`src/rtl/sevenseg_pkg.sv`:
```
// Shared types and helpers for the multiplexed seven-segment scanner.
package sevenseg_pkg;

  typedef enum logic [1:0] {
    IDLE,
    GUARD,
    DRIVE
  } scan_state_t;

  localparam logic [6:0] BLANK_SEG = 7'b1111111;

  // Bank is at most 8 digits wide; callers truncate to their own width.
  function automatic logic [7:0] anode_onehot_low(input logic [2:0] idx);
    return ~(8'b0000_0001 << idx);
  endfunction

endpackage

```
`src/rtl/sevenseg_scanner_decoder.sv`:
```
// Hex nibble to active-low segment pattern, bit order {g,f,e,d,c,b,a}.
module sevenseg_scanner_decoder
  import sevenseg_pkg::*;
(
  input  logic [3:0] address,
  output logic [6:0] data
);

  always_comb begin
    data = BLANK_SEG;
    case (address)
      4'h0: data = 7'b1000000;
      4'h1: data = 7'b1111001;
      4'h2: data = 7'b0100100;
      4'h3: data = 7'b0110000;
      4'h4: data = 7'b0011001;
      4'h5: data = 7'b0010010;
      4'h6: data = 7'b0000010;
      4'h7: data = 7'b1111000;
      4'h8: data = 7'b0000000;
      4'h9: data = 7'b0010000;
      4'hA: data = 7'b0001000;
      4'hB: data = 7'b0000011;
      4'hC: data = 7'b1000110;
      4'hD: data = 7'b0100001;
      4'hE: data = 7'b0000110;
      4'hF: data = 7'b0001110;
      default: data = BLANK_SEG;
    endcase
  end

endmodule

```
`src/rtl/sevenseg_scanner.sv`:
```
// Time-multiplexed common-anode display scanner with a frame-aligned load
// handshake so a new value never appears half-updated.
module sevenseg_scanner
  import sevenseg_pkg::*;
#(
  parameter int unsigned NDIGITS  = 4,
  parameter int unsigned PRESCALE = 50000,
  parameter int unsigned GUARD    = 500
) (
  input  logic                   clock,
  input  logic                   reset,
  input  logic                   enable,
  input  logic [4*NDIGITS-1:0]   value,
  input  logic                   load,
  output logic                   ready,
  input  logic                   lz_blank,
  output logic [6:0]             segments,
  output logic [NDIGITS-1:0]     anode,
  output logic                   frame_start
);

  localparam int unsigned CNT_MAX = (PRESCALE > GUARD) ? PRESCALE : GUARD;
  localparam int unsigned CW      = (CNT_MAX > 1) ? $clog2(CNT_MAX) : 1;
  localparam int unsigned IW      = (NDIGITS > 1) ? $clog2(NDIGITS) : 1;
  localparam logic [CW-1:0] G_LAST   = CW'(GUARD - 1);
  localparam logic [CW-1:0] P_LAST   = CW'(PRESCALE - 1);
  localparam logic [IW-1:0] IDX_LAST = IW'(NDIGITS - 1);

  scan_state_t          state_q;
  logic [IW-1:0]        idx_q;
  logic [CW-1:0]        cnt_q;
  logic [4*NDIGITS-1:0] shadow_q;
  logic [4*NDIGITS-1:0] pending_q;
  logic                 pend_valid_q;
  logic                 ready_q;
  logic                 frame_start_q;
  logic [6:0]           segments_q;
  logic [NDIGITS-1:0]   anode_q;

  logic [3:0]           nib_d [NDIGITS];
  logic [NDIGITS-1:0]   upper_zero_d;
  logic [3:0]           sel_nib_d;
  logic [6:0]           dec_seg_d;
  logic                 blank_d;
  logic                 wrap_d;
  logic                 commit_d;

  genvar gi;
  generate
    for (gi = 0; gi < NDIGITS; gi++) begin : g_nib
      assign nib_d[gi] = shadow_q[4*gi +: 4];
    end
  endgenerate

  // upper_zero_d[i]: nibbles i..NDIGITS-1 are all zero
  always_comb begin
    logic all_zero;
    all_zero     = 1'b1;
    upper_zero_d = '0;
    for (int i = int'(NDIGITS) - 1; i >= 0; i--) begin
      all_zero        = all_zero && (nib_d[i] == 4'h0);
      upper_zero_d[i] = all_zero;
    end
  end

  assign sel_nib_d = nib_d[idx_q];
  assign blank_d   = lz_blank && (idx_q != '0) && upper_zero_d[idx_q];
  assign wrap_d    = enable && (state_q == sevenseg_pkg::DRIVE) &&
                     (cnt_q == P_LAST) && (idx_q == IDX_LAST);
  assign commit_d  = pend_valid_q && ((state_q == sevenseg_pkg::IDLE) || wrap_d);

  sevenseg_scanner_decoder u_dec (
    .address (sel_nib_d),
    .data    (dec_seg_d)
  );

  always_ff @(posedge clock) begin
    if (reset) begin
      state_q       <= sevenseg_pkg::IDLE;
      idx_q         <= '0;
      cnt_q         <= '0;
      shadow_q      <= '0;
      pending_q     <= '0;
      pend_valid_q  <= 1'b0;
      ready_q       <= 1'b1;
      frame_start_q <= 1'b0;
      segments_q    <= BLANK_SEG;
      anode_q       <= '1;
    end else begin
      // Outputs follow the state register by one cycle; enable low darkens at once.
      anode_q <= (enable && state_q == sevenseg_pkg::DRIVE) ?
                 NDIGITS'(anode_onehot_low(3'(idx_q))) : '1;
      segments_q <= (!enable || state_q == sevenseg_pkg::IDLE || blank_d) ?
                    BLANK_SEG : dec_seg_d;
      frame_start_q <= enable && (state_q == sevenseg_pkg::GUARD) &&
                       (idx_q == '0) && (cnt_q == '0);

      if (!enable) begin
        state_q <= sevenseg_pkg::IDLE;
        idx_q   <= '0;
        cnt_q   <= '0;
      end else begin
        case (state_q)
          sevenseg_pkg::IDLE: begin
            state_q <= sevenseg_pkg::GUARD;
            idx_q   <= '0;
            cnt_q   <= '0;
          end
          sevenseg_pkg::GUARD: begin
            if (cnt_q == G_LAST) begin
              state_q <= sevenseg_pkg::DRIVE;
              cnt_q   <= '0;
            end else begin
              cnt_q <= cnt_q + CW'(1);
            end
          end
          sevenseg_pkg::DRIVE: begin
            if (cnt_q == P_LAST) begin
              state_q <= sevenseg_pkg::GUARD;
              cnt_q   <= '0;
              idx_q   <= (idx_q == IDX_LAST) ? '0 : idx_q + IW'(1);
            end else begin
              cnt_q <= cnt_q + CW'(1);
            end
          end
          default: begin
            state_q <= sevenseg_pkg::IDLE;
            idx_q   <= '0;
            cnt_q   <= '0;
          end
        endcase
      end

      // ready_q is low whenever a pending value waits, so commit and capture never overlap.
      if (commit_d) begin
        shadow_q     <= pending_q;
        pend_valid_q <= 1'b0;
        ready_q      <= 1'b1;
      end else if (load && ready_q) begin
        pending_q    <= value;
        pend_valid_q <= 1'b1;
        ready_q      <= 1'b0;
      end
    end
  end

  assign ready       = ready_q;
  assign segments    = segments_q;
  assign anode       = anode_q;
  assign frame_start = frame_start_q;

endmodule

```
`config.mk`:
```
export PLATFORM = sky130hd
export DESIGN_NAME = sevenseg_scanner
export DESIGN_NICKNAME = d
export VERILOG_FILES = /design/src/rtl/sevenseg_pkg.sv /design/src/rtl/sevenseg_scanner_decoder.sv /design/src/rtl/sevenseg_scanner.sv
export SDC_FILE = /design/constraint.sdc
export NUM_CORES = 1
export LEC_CHECK = 0
export ABC_AREA = 1
export BUFFER_PORTS_ARGS = -buffer_cell sky130_fd_sc_hd__buf_4
export CAP_MARGIN = 20
export CORE_MARGIN = 3
export CORE_UTILIZATION = 63
export CTS_CLUSTER_SIZE = 16
export DETAILED_ROUTE_END_ITERATION = 16
export PLACE_DENSITY_LB_ADDON = 0.12
export SLEW_MARGIN = 20
export SYNTH_ARGS = -nofsm -noshare
export SYNTH_HDL_FRONTEND = slang
export SYNTH_HIERARCHICAL = 1
export SYNTH_SLANG_ARGS = --single-unit
export TNS_END_PERCENT = 20
```
`constraint.sdc`:
```
create_clock -name clock -period 3.4 [get_ports clock]
set_input_delay 0.85 -clock clock [delete_from_list [all_inputs] [get_ports clock]]
set_output_delay 0.85 -clock clock [all_outputs]
set_load 0.05 [all_outputs]
```
==> run metrics <==
result of the run finished, final reports clean; post-layout net count 529; number of instances in the synthesized netlist 461; clock transition time at the flip-flop clock pins of the worst setup and hold paths 0.07 ns; largest fanout of any net on the critical path 18; total of flip-flops plus latches after synthesis 66; total vias in the final route 2925; Total Neg Setup Slack 0 ns; Fmax 394 MHz; total global-route track usage 23.0%; ratio of cells with drive above 1 in the final layout 14.9%; maximum level of the CTS H-tree 3; final routed wire length divided by cell count 11.8 µm; Starting Density 67.7%; area of the mapped netlist 3310 µm²; Ys Warns 6; most area-consuming cells after synthesis sky130_fd_sc_hd__dfxtp_1 (40%), sky130_fd_sc_hd__nor2_1 (10%), sky130_fd_sc_hd__nand2_1 (9.0%); maximum vdd drop 0.305 mV; Top Ports 34; proportion of netlist area held by the largest area contributor 40.0%; DRC violation count after routing 0; WHS 0.467 ns; final hold violations 0; final setup slack of the worst path 0.865 ns; area growth from synthesis to layout 15.3%; Detailed Route Iter0 Violations 166; net count after synthesis 499; share of the core filled with cells 78.1%; Slowest Stage Delay on Critical Path 0.55 ns; via count of the first global-routing pass 2666; clk sink count 66; Worst Tran Pin Value 0.940 ns; Power Dens Cells 521 nW/µm²; CP Data Arrival Time 2.74 ns; post-detailed-route via-to-cell ratio 5.20; count of buffers inserted at the top-level ports 33; post-route fraction of the period consumed by the critical path 74.6%; fraction of the yosys area taken by sequential cells 40.0%; DRT antenna net count 0; worst path bufs/invs 2; setup repair after global routing missed its margin false; # diodes 0; Routed WL 6650 µm; element type at the critical path end register; Die Span Y 78.4 µm; Final Critical Period 2.54 ns; cell type group with the largest total delay on the critical path compound AO/OA/AOI/OAI gates; slowest cell on the critical path sky130_fd_sc_hd__o21ai_0; syn_area_per_cell 7.17 µm²; Setup Crit Path Kind register to register; count of flip-flops with a built-in enable after synthesis 0; proportion of register bits with asynchronous set or reset after synthesis 0%; final count of pins violating max slew 0; hpwl dp 4520 µm; Final setup violation count 0; CTS tree built; die area 6150 µm²; routability cong. 0.893; total core area 4880 µm²; TritonRoute pass-1 iters 5; worst-skew pair later-pin latency 0.34 ns; global-route wire length before repair 11500 µm; library cell occupying the most area in the post-synthesis netlist sky130_fd_sc_hd__dfxtp_1; number of distinct library cell variants in the gate-level netlist after synthesis 31; standard-cell rows 25; Remaining Overflow, GRT 0; leakage component of the power 1.67 nW; CTS Buf Count 9; DP Worst Slack 0.811 ns; DIE WIDTH 78.4 µm; buffers inserted during post-CTS setup optimization 0; commonest cells after routing, fill and taps aside sky130_fd_sc_hd__nor2_1 (89), sky130_fd_sc_hd__nand2_1 (79), sky130_fd_sc_hd__dfxtp_1 (66); headroom to the max-slew limit 36.7%; crit start category register; clock tree root driver cell sky130_fd_sc_hd__clkbuf_8; hold bufs inserted after CTS 0; max-cap check violation count 0; most frequently used flop master after synthesis sky130_fd_sc_hd__dfxtp_1; path type of the worst min-delay path register to register; most common library cell in the layout ignoring fill and taps sky130_fd_sc_hd__nor2_1; setup skew after layout 0.00989 ns; data required time of the critical path 3.60 ns; largest net degree at the start of global routing 51; antenna violations before repair 0; critical path, cell by cell inv_1, o21ai_0, o21ai_0, inv_1, ha_1, nand2_1, nand3_1, nand2_1, nand3b_1; number of buffers on the longest clock path 2; post-cts resize count 0
==> worst reg2reg max path: cells and delay by family (launching register included) <==
family                     cells  cell delay [ns]
and+or+nand+nor                4             0.37
DFF                            1             0.37
adders and majority gates      1             0.37
buffers and inverters          2             0.60
AOI/OAI and AO/OA              2             0.69
==> cell families (layout without fill, tap and decap cells) <==
kind of cell	Yosys count	in the layout	synth area share (%)
XOR/XNOR	10	10	2.65
buffers and inverters	74	109	9.54
flip-flops	66	66	40.0
adder cells (fa/ha/maj)	17	17	6.43
AO/OA/AOI/OAI	58	58	10.1
AND/OR/NAND/NOR	236	236	31.3
==> flip-flops by register name, summed over array words and instances (netlist names) <==
signal / count
shadow_q: 16
state_q: 2
pending_q: 16
cnt_q: 16
pend_valid_q: 1
segments: 7
frame_start: 1
ready: 1
anode: 4
idx_q: 2
==> through the flow <==
stage,total power [W],area [µm²],instances
2_1_floorplan,0.00111,3310,461
3_3_place_gp,0.00117,3560,547
3_5_place_dp,0.00118,3560,547
4_1_cts,0.00199,3810,563
5_1_grt,0.00208,3810,563
6_report,0.00199,3810,563
==> synth_stat cells, types with 6 or more instances <==
cell type,instances
sky130_fd_sc_hd__ha_1,17
sky130_fd_sc_hd__a21oi_2,9
sky130_fd_sc_hd__nor2_1,89
sky130_fd_sc_hd__dfxtp_1,66
sky130_fd_sc_hd__clkbuf_1,6
sky130_fd_sc_hd__nand2_1,79
sky130_fd_sc_hd__nand3_1,35
sky130_fd_sc_hd__inv_1,53
sky130_fd_sc_hd__nand3b_1,7
sky130_fd_sc_hd__a21oi_1,13
sky130_fd_sc_hd__nand4_1,6
sky130_fd_sc_hd__o21ai_0,32
sky130_fd_sc_hd__nor3_1,8
sky130_fd_sc_hd__xor2_1,6
==> power breakdown <==
| part | internal (W) | switching [W] | total [W] |
|---|---|---|---|
| combinational | 0.000118 | 0.000191 | 0.000310 |
| clock | 0.000528 | 0.000292 | 0.000820 |
| sequential | 0.000824 | 0.0000337 | 0.000857 |
==> cell type report <==
| class | instances | area [µm²] |
|---|---|---|
| Inverter | 57 | 214 |
| Tap cell | 67 | 83.8 |
| Clock buffer | 12 | 155 |
| Sequential cell | 66 | 1320 |
| Multi-Input combinational cell | 321 | 1670 |
| Fill cell | 382 | 1070 |
| Timing Repair Buffer | 36 | 270 |
| Clock inverter | 4 | 97.6 |
==> final timing paths <==
kind / startpoint / endpoint / slack (ns) / depth (start not counted)
worst max-delay path: idx_q[0]$_SDFFE_PP0P_ / segments[3]$_SDFF_PP1_ / 0.86 / 9
worst min-delay path: cnt_q[0]$_SDFF_PP0_ / cnt_q[0]$_SDFF_PP0_ / 0.47 / 1
worst max register to register: idx_q[0]$_SDFFE_PP0P_ / segments[3]$_SDFF_PP1_ / 0.86 / 9
worst min register to register: cnt_q[0]$_SDFF_PP0_ / cnt_q[0]$_SDFF_PP0_ / 0.47 / 1
==> metal layers <==
metal	vias to the layer above	track usage [%]	part of all wire (%)
li1	1521	-	-
met5	-	0	0
met4	0	11.0	2.4
met3	19	4.47	4.6
met2	80	37.5	47
met1	1305	29.3	46
No activity file was read; power rests on OpenSTA's default activity.
